`src/rtl/flash_loader_if.sv`:
```
// Byte-stream ingress and program-flash write port of the flash loader.
// Latency: n/a (signal bundle only).
// Backpressure: rx_ready from the loader side gates rx_valid/rx_data consumption.
interface flash_loader_if;
   logic        rx_valid;
   logic [7:0]  rx_data;
   logic        rx_ready;
   logic [13:0] flash_addr;
   logic [15:0] flash_data;
   logic        flash_wren;
   logic        core_hold;
   logic        done;
   logic        error;

   // Byte source / status observer side
   modport master (
      output rx_valid, rx_data,
      input  rx_ready, flash_addr, flash_data, flash_wren, core_hold, done, error
   );

   // Loader side
   modport slave (
      input  rx_valid, rx_data,
      output rx_ready, flash_addr, flash_data, flash_wren, core_hold, done, error
   );
endinterface

```
`src/rtl/flash_loader.sv`:
```
// Parses a 0x55/LEN/payload[/CSUM] byte frame and writes 16-bit words into program flash.
// Latency: one byte per cycle, 3 cycles per word (HI, LO, WRITE); flash write strobe one cycle after the LO byte.
// Backpressure: rx_ready deasserts only during the single-cycle WRITE state.
// Option: define FLASH_LOADER_CHECKSUM_EN to require and verify a trailing XOR checksum byte.
module flash_loader (
   input  logic          clk,
   input  logic          rst,
   flash_loader_if.slave bus
);

   localparam logic [7:0] SYNC_BYTE = 8'h55;

   typedef enum logic [3:0] {
      S_IDLE,
      S_LEN_HI,
      S_LEN_LO,
      S_DATA_HI,
      S_DATA_LO,
      S_WRITE,
      S_CSUM,
      S_DONE,
      S_ERR
   } state_t;

`ifdef FLASH_LOADER_CHECKSUM_EN
   // After the payload the frame still carries a checksum byte
   localparam state_t S_PAYLOAD_END = S_CSUM;
`else
   // No checksum byte: the image is complete once the payload is written
   localparam state_t S_PAYLOAD_END = S_DONE;
`endif

   state_t      state, state_nxt;
   logic [13:0] len, len_nxt;
   logic [13:0] addr, addr_nxt;
   logic [15:0] data, data_nxt;
   logic        fire;
`ifdef FLASH_LOADER_CHECKSUM_EN
   logic [7:0]  csum, csum_nxt;
`endif

   assign fire = bus.rx_valid && bus.rx_ready;

   assign bus.flash_addr = addr;
   assign bus.flash_data = data;

   // Status and handshake outputs are pure decodes of the current state
   always_comb begin
      bus.rx_ready   = (state != S_WRITE);
      bus.flash_wren = (state == S_WRITE);
      bus.done       = (state == S_DONE);
      bus.error      = (state == S_ERR);
      // The core runs only when no frame is in progress and the last image is good (or none was attempted)
      bus.core_hold  = !((state == S_IDLE) || (state == S_DONE));
   end

   // Next-state and datapath updates; every register holds unless a byte is consumed or a word is written
   always_comb begin
      state_nxt = state;
      len_nxt   = len;
      addr_nxt  = addr;
      data_nxt  = data;
`ifdef FLASH_LOADER_CHECKSUM_EN
      csum_nxt  = csum;
`endif
      case (state)
         S_IDLE, S_DONE, S_ERR: begin
            // Only a sync byte starts a frame; anything else is line noise
            if (fire && (bus.rx_data == SYNC_BYTE)) begin
               state_nxt = S_LEN_HI;
`ifdef FLASH_LOADER_CHECKSUM_EN
               csum_nxt  = '0;
`endif
            end
         end
         S_LEN_HI: begin
            if (fire) begin
               // Lengths beyond the 14-bit word address space cannot be honoured
               if (bus.rx_data[7:6] != 2'b00) begin
                  state_nxt = S_ERR;
               end else begin
                  len_nxt[13:8] = bus.rx_data[5:0];
                  state_nxt     = S_LEN_LO;
               end
            end
         end
         S_LEN_LO: begin
            if (fire) begin
               len_nxt[7:0] = bus.rx_data;
               addr_nxt     = '0;
               if ({len[13:8], bus.rx_data} == 14'd0) begin
                  state_nxt = S_PAYLOAD_END;
               end else begin
                  state_nxt = S_DATA_HI;
               end
            end
         end
         S_DATA_HI: begin
            if (fire) begin
               // Raw image byte order: first byte lands in the upper half
               data_nxt[15:8] = bus.rx_data;
`ifdef FLASH_LOADER_CHECKSUM_EN
               csum_nxt       = csum ^ bus.rx_data;
`endif
               state_nxt      = S_DATA_LO;
            end
         end
         S_DATA_LO: begin
            if (fire) begin
               data_nxt[7:0] = bus.rx_data;
`ifdef FLASH_LOADER_CHECKSUM_EN
               csum_nxt      = csum ^ bus.rx_data;
`endif
               state_nxt     = S_WRITE;
            end
         end
         S_WRITE: begin
            // addr/data are held through this cycle; advance only afterwards
            addr_nxt = addr + 14'd1;
            if ((addr + 14'd1) == len) begin
               state_nxt = S_PAYLOAD_END;
            end else begin
               state_nxt = S_DATA_HI;
            end
         end
`ifdef FLASH_LOADER_CHECKSUM_EN
         S_CSUM: begin
            if (fire) begin
               state_nxt = (bus.rx_data == csum) ? S_DONE : S_ERR;
            end
         end
`endif
         default: begin
            state_nxt = S_IDLE;
         end
      endcase
   end

   // State and datapath registers; reset aborts any frame and wins over a same-cycle byte
   always_ff @(posedge clk) begin
      if (rst) begin
         state <= S_IDLE;
         len   <= '0;
         addr  <= '0;
         data  <= '0;
`ifdef FLASH_LOADER_CHECKSUM_EN
         csum  <= '0;
`endif
      end else begin
         state <= state_nxt;
         len   <= len_nxt;
         addr  <= addr_nxt;
         data  <= data_nxt;
`ifdef FLASH_LOADER_CHECKSUM_EN
         csum  <= csum_nxt;
`endif
      end
   end

endmodule

```
`src/flat_wrapper.sv`:
```
// flat-port wrapper written by rule: the top's interface ports become plain ports
module flash_loader_flat 
  (clk, rst, bus_rx_valid, bus_rx_data, bus_rx_ready, bus_flash_addr, bus_flash_data, bus_flash_wren, bus_core_hold, bus_done, bus_error);
  flash_loader_if bus_i ();
  input  logic clk;
  input  logic rst;
  input wire logic [$bits(bus_i.rx_valid)-1:0] bus_rx_valid;
  input wire logic [$bits(bus_i.rx_data)-1:0] bus_rx_data;
  output wire logic [$bits(bus_i.rx_ready)-1:0] bus_rx_ready;
  output wire logic [$bits(bus_i.flash_addr)-1:0] bus_flash_addr;
  output wire logic [$bits(bus_i.flash_data)-1:0] bus_flash_data;
  output wire logic [$bits(bus_i.flash_wren)-1:0] bus_flash_wren;
  output wire logic [$bits(bus_i.core_hold)-1:0] bus_core_hold;
  output wire logic [$bits(bus_i.done)-1:0] bus_done;
  output wire logic [$bits(bus_i.error)-1:0] bus_error;
  assign bus_i.rx_valid = bus_rx_valid;
  assign bus_i.rx_data = bus_rx_data;
  assign bus_rx_ready = bus_i.rx_ready;
  assign bus_flash_addr = bus_i.flash_addr;
  assign bus_flash_data = bus_i.flash_data;
  assign bus_flash_wren = bus_i.flash_wren;
  assign bus_core_hold = bus_i.core_hold;
  assign bus_done = bus_i.done;
  assign bus_error = bus_i.error;
  flash_loader u_core (.clk(clk), .rst(rst), .bus(bus_i));
endmodule
```
`config.mk`:
```
export PLATFORM = sky130hd
export DESIGN_NAME = flash_loader_flat
export DESIGN_NICKNAME = d
export VERILOG_FILES = /design/src/rtl/flash_loader_if.sv /design/src/rtl/flash_loader.sv /design/src/flat_wrapper.sv
export SDC_FILE = /design/constraint.sdc
export NUM_CORES = 1
export LEC_CHECK = 0
export ABC_AREA = 0
export CORE_MARGIN = 2
export CORE_UTILIZATION = 40
export DETAILED_ROUTE_END_ITERATION = 10
export GPL_ROUTABILITY_DRIVEN = 0
export PLACE_DENSITY = 0.72
export SETUP_SLACK_MARGIN = 0.05
export SLEW_MARGIN = 20
export SYNTH_ARGS = -nofsm -noshare
export SYNTH_HDL_FRONTEND = slang
export SYNTH_SLANG_ARGS = --single-unit
```
`constraint.sdc`:
```
create_clock -name clk -period 2.6 [get_ports clk]
set_input_delay 0.39 -clock clk [delete_from_list [all_inputs] [get_ports clk]]
set_output_delay 0.39 -clock clk [all_outputs]
set_load 0.05 [all_outputs]
```
Word level (Yosys, flattened, before mapping)
Index checks and enable logic that the tools add are counted.
Widths: inputs -> output; s select.
{ "word_totals": {"register_bits": 48, "latch_bits": 0, "ram_bits": 0, "romBits": 0, "input_bits": 11, "wordCells": 49, "mem_count": 0} }
{ "op_classes": {"add_sub_neg": 1, "mul": 0, "div_mod_pow": 0, "order_cmp": 0, "eq_ne": 15, "shift": 0, "muxes": 11, "bitwise_logic": 1, "reduce_logical": 15} }
{ "op_table": {"columns": ["operator", "count"], "rows": [
  ["$pmux 14 s2", 1],
  ["$mux 4", 6],
  ["$pmux 4 s6", 1],
  ["$add 14x1->14 const B", 1],
  ["$eq 14x14->1", 1],
  ["$logic_not 14->1", 1],
  ["$mux 14", 1],
  ["$eq 4x3->1 const B", 3],
  ["$ne 2x1->1 const B", 5],
  ["$eq 4x2->1 const B", 2],
  ["$eq 8x7->1 const B", 1],
  ["$reduce_and 2->1", 4],
  ["$mux 3", 2],
  ["$reduce_and 5->1", 1],
  ["$eq 4x1->1 const B", 1],
  ["$eq 4x4->1 const B", 1],
  ["$logic_not 4->1", 1],
  ["$ne 4x3->1 const B", 1],
  ["$reduce_bool 2->1", 2],
  ["$reduce_and 3->1", 1],
  ["$reduce_or 3->1", 1],
  ["$logic_and 1x1->1", 2],
  ["$logic_not 1->1", 1],
  ["$logic_or 1x1->1", 1],
  ["$not 1->1", 1]
]} }

Depth between registers and ports, before layout
Gate-level depths: netlist of the first run.
{ "depth": {"word_depth": 5, "mapped_depth": 8, "depth_no_buf": 7} }

Least setup slack after synthesis of the first run
OpenSTA, ideal clock, no wires.
{ "synth_path": {"path_kind": "flip-flop to output port", "startpoint": "register u_core.state[3]", "endpoint": "output port bus_error", "arrival_time_ns": 2.245, "path_slack_ns": -0.035, "path_stages_with_launch": 3, "path_buffers": 1, "cell_sequence": "dfxtp_1 > clkbuf_1 > nor4b_1"} }
{ "synth_via": {"elab_chain_cells": 1} }
{ "synth_rtl": {"columns": ["item", "line", "text"], "rows": [
  ["from (decl)", "flash_loader.sv:33", "state_t state, state_nxt;"],
  ["from (signal assigned)", "flash_loader.sv:150", "state <= state_nxt;"],
  ["$eq 4x4->1", "flash_loader.sv:52", "bus.error = (state == S_ERR);"],
  ["to (decl)", "flat_wrapper.sv:15", "output wire logic [$bits(bus_i.error)-1:0] bus_error;"]
]} }
Every way passes these cells.

Worst setup path in the final report of the first run
{ "layout_path": {"startpoint": "register u_core.state[0]", "endpoint": "register u_core.state[2]"} }
{ "layout_via": {"elab_chain_cells": 5} }
{ "layout_rtl": {"columns": ["item", "line", "text"], "rows": [
  ["$ne 4x3->1", "flash_loader.sv:49", "bus.rx_ready = (state != S_WRITE);"],
  ["$logic_and 1x1->1", "flash_loader.sv:42", "assign fire = bus.rx_valid && bus.rx_ready;"],
  ["$logic_and 1x1->1", "flash_loader.sv:69", "if (fire && (bus.rx_data == SYNC_BYTE)) begin"],
  ["$ne 2x1->1 (no line)", null, null],
  ["$reduce_and 5->1 (no line)", null, null]
]} }
Several ways; a longest one is shown, not always the timed one.
A chain may end at the register's enable or synchronous reset.

==> metrics, run 1 <==
most common cell after layout, fill and taps aside=nor2_1; Max-Slew Margin vs Limit=58.6%; Fin Hold WS=0.507 ns; area grow syn2layout=26.1%; Worst Setup Path Type=flop to flop; Clock Skews=0.00622 ns; Layout fillers=590; Die Y=84.1 µm; most common flop cell mapped by yosys=dfxtp_1; syn_area_per_cell=8.51 µm²; final net count=358; core area=6280 µm²; overall global routing resource usage=18.1%; initial core utilization=40.9%; CTS Buffer Depth=2; Yosys cell types=59; drt total wl=6310 µm; fmax=417 MHz; Synth Instances=302; number of global-route vias before repair=2112; Die X=84.1 µm; yosys warns=0; DR iter-0 viols=165; max capacitance violation total=0; Detailed Routing Iterations Pass 1=4; endpoint class of the critical path=flop; clock-pin transition on the worst setup and hold timing paths=0.10 ns; # IOs=46; Crit path arrival time=2.66 ns; Final min period=2.40 ns; Post-synth ARST share=0%; CTS tree=done; sequential element share of the synthesized area=37.4%; row cnt=29; most frequent cells in the layout=52 x nor2_1, 48 x dfxtp_1, 42 x clkdlybuf4s50_1, 31 x mux2i_1, 18 x nand2_1; H-tree depth=2; GR Overflow Total=0; TritonCTS Buffers=5; Netlist Area Pre-Place=2570 µm²; Root Buffer=clkbuf_8; final period utilization=92.2%; max-slew violations=0; Worst-Margin Slew=0.619 ns; worst vdd ir=303 µV; setup TNS=0 ns; vias per cell=5.44; Setup Viol. Count Final=0; # diodes=0; ANT nets after route=0; routed length per instance=14.9 µm; DR vias=2308; share of cells above drive strength 1=8.93%; CTS Sinks=48; RSZ-0062 raised after global routing=false; Final Hold Fails=0; crit path max fanout=13; Lkg Pwr=1.29 nW; Clk Latency, worst-skew pair=0.31 ns; count of flip-flops with a built-in enable after synthesis=0; dpl hpwl=4520 µm; WP data required=2.86 ns; status=finished clean; Setup Buffers After CTS=0; ratio of total power to cell area=428 nW/µm²; first-pass GRT wire length=10500 µm; register bit total from synthesis=48; Post-Syn Nets=314; die area=7080 µm²; worst min-delay path category=flop to flop; largest net degree at the start of global routing=49; number of port buffers=45; DRC=0; Critical Path Source Type=flop; antenna violations before repair=0
final timing paths:
path / from / to / slack [ns] / depth (start not counted)
max: u_core.state[0] / u_core.state[2] / 0.20 / 6
max reg2reg: u_core.state[0] / u_core.state[2] / 0.20 / 6
min reg2reg: u_core.bus.flash_data[8] / u_core.bus.flash_data[8] / 0.51 / 2
min: u_core.bus.flash_data[8] / u_core.bus.flash_data[8] / 0.51 / 2
flip-flops by register name, indices dropped and copies added (netlist names):
| register | count |
|---|---|
| u_core.state | 4 |
| u_core.bus.flash_addr | 14 |
| u_core.bus.flash_data | 16 |
| u_core.len | 14 |
what timing repair did:
| action | CTS | global route |
|---|---|---|
| hold buffers | 0 | 0 |
| endpoints found under the setup margin | 0 | 2 |
| resized for setup | 0 | 2 |
| hold endpoints to repair | 0 | 0 |
kinds of logic (layout without fill, tap and decap cells):
family                     count (synthesis)  in the layout  share of synthesized area [%]
buffers and inverters                     22             67                           3.99
xor gates and xnor gates                  16             16                           5.46
AOI/OAI and AO/OA                         58             58                           15.3
DFF                                       48             48                           37.4
adders and majority gates                  1              1                          0.487
and+or+nand+nor                          126            126                           25.2
muxes                                     31             31                           12.1
report_power, final:
| group | total (mW) | internal, mW | switching, mW | leakage [nW] |
|---|---|---|---|---|
| Combinational | 0.0794 | 0.0336 | 0.0458 | 0.854 |
| Clock | 0.566 | 0.290 | 0.276 | 0.0548 |
| Sequential | 0.742 | 0.737 | 0.00473 | 0.386 |
routing by layer:
layer | up-vias | part of all wire, % | GRT usage [%] | wire (µm)
met4 | 0 | 0.86 | 4.25 | 54
met5 | - | 0 | 0 | 0
met1 | 1072 | 46 | 24.6 | 2910
li1 | 1165 | - | - | -
met2 | 65 | 46 | 28.1 | 2910
met3 | 6 | 6.9 | 5.80 | 437
worst max-delay path, stage by stage (launching register included):
cell and delay, ns:
dfxtp_1 0.59, nor2b_1 0.28, nand2_1 0.16, nor4_1 0.33, o2111ai_1 0.16, a2111oi_1 0.58
a41o_1 0.25
final cells by class:
type / count / area [µm²] / area share, %
Inverter: 3 / 11.3 / 0.348
Multi-Input combinational cell: 232 / 1510 / 46.7
Tap cell: 77 / 96.3 / 2.97
Timing Repair Buffer: 56 / 543 / 16.8
Clock buffer: 5 / 68.8 / 2.12
Clock inverter: 3 / 46.3 / 1.43
Sequential cell: 48 / 961 / 29.7
synthesized netlist by cell type (2+ instances only):
| cell type | instances | area (µm²) |
|---|---|---|
| nor4_1 | 3 | 18.8 |
| dfxtp_1 | 48 | 961 |
| buf_2 | 6 | 30.0 |
| xor2_1 | 4 | 35.0 |
| nor3_1 | 7 | 35.0 |
| a22oi_1 | 2 | 15.0 |
| or3_1 | 4 | 25.0 |
| clkbuf_1 | 9 | 33.8 |
| nand2_1 | 18 | 67.6 |
| and4_1 | 2 | 17.5 |
| nand4_1 | 3 | 18.8 |
| a21oi_1 | 16 | 80.1 |
| nand4b_1 | 2 | 17.5 |
| and2_1 | 5 | 31.3 |
| nor2b_1 | 3 | 18.8 |
| and3_1 | 4 | 25.0 |
| a31oi_1 | 3 | 18.8 |
| a311oi_1 | 3 | 26.3 |
| and2b_1 | 2 | 15.0 |
| nand3_1 | 5 | 25.0 |
| mux2i_1 | 31 | 310 |
| nor2_1 | 52 | 195 |
| nand3b_1 | 2 | 15.0 |
| xnor2_1 | 12 | 105 |
| nand2b_1 | 4 | 25.0 |
| a41oi_1 | 2 | 17.5 |
| o21ai_0 | 15 | 75.1 |
| nor4b_1 | 2 | 17.5 |
| o21bai_1 | 2 | 15.0 |
| inv_1 | 2 | 7.51 |
stage by stage:
| step | total power, mW | cells | setup slack (ns) | area, µm² | utilization, % |
|---|---|---|---|---|---|
| after floorplan | 0.794 | 302 | 0.329 | 2570 | - |
| after global placement | 0.839 | 416 | 0.264 | 3120 | 49.7 |
| after detailed placement | 0.838 | 416 | 0.178 | 3120 | 49.7 |
| after CTS | 1.40 | 424 | 0.0676 | 3240 | 51.5 |
| after global routing | 1.44 | 424 | 0.0724 | 3240 | 51.6 |
| final | 1.39 | 424 | 0.202 | 3240 | 51.6 |
No activity file was read; power rests on OpenSTA's default activity.
==> run 2, diff against run 1 <==
==> constraint.sdc (replaced) <==
create_clock -name clk -period 2.3 [get_ports clk]
set_input_delay 0.345 -clock clk [delete_from_list [all_inputs] [get_ports clk]]
set_output_delay 0.345 -clock clk [all_outputs]
set_load 0.05 [all_outputs]
==> metrics, run 2 (synthesis results as in run 1) <==
status=finished clean; final net count=374 (+4.5%); antenna violations before repair=0 (unchanged); DR iter-0 viols=175 (+6.1%); Flop pwr share=57.0% (+3.5 points); Die X=84.1 µm (unchanged); Comb pwr share=6.9% (+1.2 points); Clock Skews=0.00760 ns (+0.00138 ns); final period utilization=92.6%; WP data required=1.96 ns (-0.90 ns); number of port buffers=45 (unchanged); GR Overflow Total=0 (unchanged); area grow syn2layout=29.8%; CTS Buffer Depth=2 (unchanged); clock-pin transition on the worst setup and hold timing paths=0.10 ns (about the same); Detailed Routing Iterations Pass 1=4 (unchanged); Final Hold Fails=0 (unchanged); crit path max fanout=7 (-6); first-pass GRT wire length=11500 µm (+8.8%); dpl hpwl=4870 µm (+7.8%); RSZ-0062 raised after global routing=false; H-tree depth=2 (unchanged); most frequent cells in the layout=52 x nor2_1, 47 x dfxtp_1, 40 x clkdlybuf4s50_1, 31 x mux2i_1, 31 x buf_4; Root Buffer=clkbuf_8; fmax=470 MHz; P_int=1.09 mW (+3.1%); Worst Setup Path Type=flop to output port; max reg flops=16 (unchanged); fin util=53.1% (+1.5 points); CTS Sinks=48 (unchanged); sw frac=25.4% (+1.9 points); Worst-Margin Slew=0.569 ns (-0.0507 ns); die area=7080 µm² (unchanged); number of global-route vias before repair=2333 (+10%); Sw Pwr=0.372 mW (+14%); DR vias=2418 (+4.8%); Total Power=1.47 mW (+5.7%); Hold Path Depth=2 (unchanged); hold buffers post-CTS=0 (unchanged); Crit path arrival time=1.78 ns (-0.88 ns); Final Cell Area=3330 µm² (+2.9%); ANT nets after route=0 (unchanged); r2r worst-path depth=9 (+3); Critical Path Source Type=flop; max-slew violations=0 (unchanged); most common cell after layout, fill and taps aside=nor2_1; Post-Place Setup Slack=-0.0357 ns (-0.214 ns); # IOs=46 (unchanged); Die Y=84.1 µm (unchanged); routed length per instance=15.4 µm (+3.7%); worst min-delay path category=flop to flop; Fin Hold WS=0.509 ns (+0.00213 ns); Setup Buffers After CTS=0 (unchanged); drt total wl=6790 µm (+7.6%); ratio of total power to cell area=440 nW/µm² (+2.7%); largest net degree at the start of global routing=49 (unchanged); share of cells above drive strength 1=14.6% (+5.7 points); DRC=0 (unchanged); worst vdd ir=380 µV (+26%); # diodes=0 (unchanged); overall global routing resource usage=19.6% (+1.5 points); Max-Slew Margin vs Limit=62.0% (+3.4 points); endpoint class of the critical path=output port; Final min period=2.13 ns; Setup Viol. Count Final=0 (unchanged); row cnt=29 (unchanged); clock group share of total power=36.2% (-4.6 points); Clk Latency, worst-skew pair=0.31 ns (about the same); placed cell areas=3230 µm² (+3.6%); max capacitance violation total=0 (unchanged); Lkg Pwr=1.36 nW (+5.4%); setup ws final=0.171 ns (-0.0310 ns); Layout fillers=571 (-3.2%); core area=6280 µm² (unchanged); CTS tree=done; TritonCTS Buffers=5 (unchanged); initial core utilization=40.9% (unchanged); vias per cell=5.50 (+0.96%)
run 2: worst max-delay path, cell delays in order (launching register included):
cell,delay (ns)
dfxtp_1,0.48
buf_4,0.20
clkdlybuf4s50_1,0.80
run 2: repair_timing:
action | 4_1_cts | 5_1_grt
endpoints found under the setup margin | 2 | 1
pin swaps | 0 | 1
resized for setup | 2 | 1
gates cloned | 0 | 0
run 2: stage by stage:
| step | TNS [ns] | instances |
|---|---|---|
| CTS | 0 | 440 |
| finish | 0 | 440 |
| global placement | -0.0212 | 432 |
| global route | 0 | 440 |
| detailed placement | -0.0357 | 432 |
| floorplan | 0 | 302 |
run 2: area by class of cell:
type	instances	area [µm²]	area share, %
Clock inverter	3	22.5	0.676
Timing Repair Buffer	72	653	19.6
Multi-Input combinational cell	232	1520	45.5
Sequential cell	48	962	28.9
Inverter	3	12.5	0.375
Tap cell	77	96.3	2.89
Clock buffer	5	68.8	2.06
run 2: path summary, 6_finish.rpt:
check / from / slack [ns] / endpoint
worst max register to register: u_core.bus.flash_addr[0] / 0.20 / u_core.state[2]
worst max-delay path: u_core.bus.flash_addr[7] / 0.17 / bus_flash_addr[7]
worst min-delay path: u_core.bus.flash_data[12] / 0.51 / u_core.bus.flash_data[12]
worst min register to register: u_core.bus.flash_data[12] / 0.51 / u_core.bus.flash_data[12]
run 2: power groups by stage:
| stage | Clock [mW] | Sequential, mW | Combinational [mW] |
|---|---|---|---|
| final | 0.530 | 0.835 | 0.101 |
| after global routing | 0.567 | 0.836 | 0.107 |
| after CTS | 0.542 | 0.835 | 0.0998 |
| after detailed placement | 0 | 0.855 | 0.0992 |
| after global placement | 0 | 0.854 | 0.0989 |
| after floorplan | 0 | 0.859 | 0.0384 |
run 2: metal layers:
layer | up-vias | wire length [µm] | GRT usage (%)
met3 | 14 | 379 | 4.13
met5 | - | 0 | 0
met1 | 1133 | 3130 | 26.4
met2 | 71 | 3150 | 31.7
li1 | 1200 | - | -
met4 | 0 | 138 | 5.87
==> run 3, diff against run 2 <==
--- a/config.mk
+++ b/config.mk
@@ -10,7 +10,7 @@
 export CORE_UTILIZATION = 40
 export DETAILED_ROUTE_END_ITERATION = 10
 export GPL_ROUTABILITY_DRIVEN = 0
-export PLACE_DENSITY = 0.72
+export PLACE_DENSITY = 0.75
 export SETUP_SLACK_MARGIN = 0.05
 export SLEW_MARGIN = 20
 export SYNTH_ARGS = -nofsm -noshare
==> constraint.sdc (replaced) <==
create_clock -name clk -period 1.8 [get_ports clk]
set_input_delay 0.27 -clock clk [delete_from_list [all_inputs] [get_ports clk]]
set_output_delay 0.27 -clock clk [all_outputs]
set_load 0.05 [all_outputs]
==> metrics, run 3 (synthesis results as in run 1) <==
share of cells above drive strength 1=33.2% (+19 points); Max-Slew Margin vs Limit=65.5% (+3.5 points); Layout fillers=508 (-11%); worst-path cell chain=ha_4 -> and2_1 -> nor2b_2 -> o311ai_1 -> o21a_1 -> a2111oi_4 -> a41o_1; CTS Sinks=48 (unchanged); setup ws final=0.00819 ns (-0.163 ns); max reg flops=16 (unchanged); placed insts=446 (+3.2%); Setup Viol. Count Final=0 (unchanged); crit path max-delay cell type=dfxtp_4; DR vias=2580 (+6.7%); crit path max fanout=6 (-1); Clk Latency, worst-skew pair=0.31 ns (about the same); Worst-Margin Slew=0.517 ns (-0.0514 ns); Lkg Pwr=1.84 nW (+35%); fin util=61.0% (+7.9 points); Top delay family on crit path=compound AO/OA/AOI/OAI gates; final period utilization=99.5%; CTS Buffer Depth=2 (unchanged); H-tree depth=2 (unchanged); GR Overflow Total=0 (unchanged); Fin Hold WS=0.504 ns (-0.00470 ns); Crit path arrival time=1.99 ns (+0.21 ns); Die X=84.1 µm (unchanged); Detailed Routing Iterations Pass 1=4 (unchanged); Final min period=1.79 ns; DRC=0 (unchanged); ratio of total power to cell area=513 nW/µm² (+17%); crit-path max cell delay=0.37 ns (-0.43 ns); Die Y=84.1 µm (unchanged); die area=7080 µm² (unchanged); worst min-delay path category=flop to flop; max capacitance violation total=0 (unchanged); ANT nets after route=0 (unchanged); first-pass GRT wire length=11200 µm (-2.0%); drt total wl=7360 µm (+8.4%); most common cell after layout, fill and taps aside=buf_4; Critical Path Source Type=flop; endpoint class of the critical path=flop; overall global routing resource usage=19.6% (about the same); RSZ-0062 raised after global routing=true; Total Power=1.96 mW (+34%); TritonCTS Buffers=5 (unchanged); fmax=558 MHz; final net count=399 (+6.7%); max-slew violations=0 (unchanged); # IOs=46 (unchanged); vias per cell=5.55 (+0.96%); clock-pin transition on the worst setup and hold timing paths=0.10 ns (about the same); routed length per instance=15.8 µm (+2.6%); Clock Skews=0.0106 ns (+0.00302 ns); final cell count without fillers=465 (+5.7%); Final Hold Fails=0 (unchanged); antenna violations before repair=0 (unchanged); number of global-route vias before repair=2355 (+0.94%); DR iter-0 viols=155 (-11%); dpl hpwl=4920 µm (+1.1%); Post-Place Setup Slack=-0.223 ns (-0.187 ns); most frequent cells in the layout=59 x buf_4, 51 x nor2_1, 36 x dfxtp_1, 31 x mux2i_1; initial core utilization=40.9% (unchanged); number of port buffers=45 (unchanged); core area=6280 µm² (unchanged); worst vdd ir=408 µV (+7.4%); row cnt=29 (unchanged); # diodes=0 (unchanged); Root Buffer=clkbuf_8; status=finished clean; CTS tree=done; Worst Path Buf+Inv=0 (-2); area grow syn2layout=49.1%; WP data required=1.99 ns (+0.03 ns); Worst Setup Path Type=flop to flop; largest net degree at the start of global routing=49 (unchanged)
-- run 3: per-layer routing --
layer,vias up,part of all wire [%],track usage (%)
met5,-,0,0
met4,0,1.9,6.74
met3,12,5.9,4.42
met2,82,50,32.3
met1,1238,42,25.2
li1,1248,-,-
-- run 3: per-stage QoR --
step	area [µm²]	TNS, ns
after floorplan	2640	-0.0150
after global routing	3830	-0.0514
after detailed placement	3420	-1.43
after global placement	3420	-1.35
after CTS	3540	-0.0377
final	3830	0
-- run 3: repair_timing --
action | in CTS | in global routing
pin swaps | 0 | 22
setup endpoints to repair | 8 | 26
buffers inserted | 0 | 10
hold buffers | 0 | 0
gates resized for setup | 12 | 48
gates cloned | 0 | 2
-- run 3: power breakdown --
| group | internal (mW) | leakage, nW | switching [mW] |
|---|---|---|---|
| combinational | 0.0691 | 1.39 | 0.0797 |
| sequential | 1.06 | 0.394 | 0.00289 |
| clock | 0.363 | 0.0530 | 0.393 |
-- run 3: path summary, 6_finish.rpt --
path,to,slack [ns],cells past startpoint,from
max,u_core.state[2],0.008,7,u_core.bus.flash_addr[0]
min,u_core.bus.flash_data[4],0.50,2,u_core.bus.flash_data[4]
max reg2reg,u_core.state[2],0.008,7,u_core.bus.flash_addr[0]
min reg2reg,u_core.bus.flash_data[4],0.50,2,u_core.bus.flash_data[4]
-- run 3: worst register-to-register path, stage by stage, from the launching register on --
cell and delay, ns:
dfxtp_4 0.37, ha_4 0.18, and2_1 0.17, nor2b_2 0.16
o311ai_1 0.26, o21a_1 0.22, a2111oi_4 0.07, a41o_1 0.25
-- run 3: final cells by class --
| cell class | count | area [µm²] | area share (%) |
|---|---|---|---|
| multi-input combinational | 232 | 1680 | 43.8 |
| sequential | 48 | 991 | 25.9 |
| timing repair buffer | 97 | 938 | 24.5 |
| tap | 77 | 96.3 | 2.51 |
| clock buffer | 6 | 93.8 | 2.45 |
| inverter | 3 | 18.8 | 0.490 |
| clock inverter | 2 | 16.3 | 0.425 |
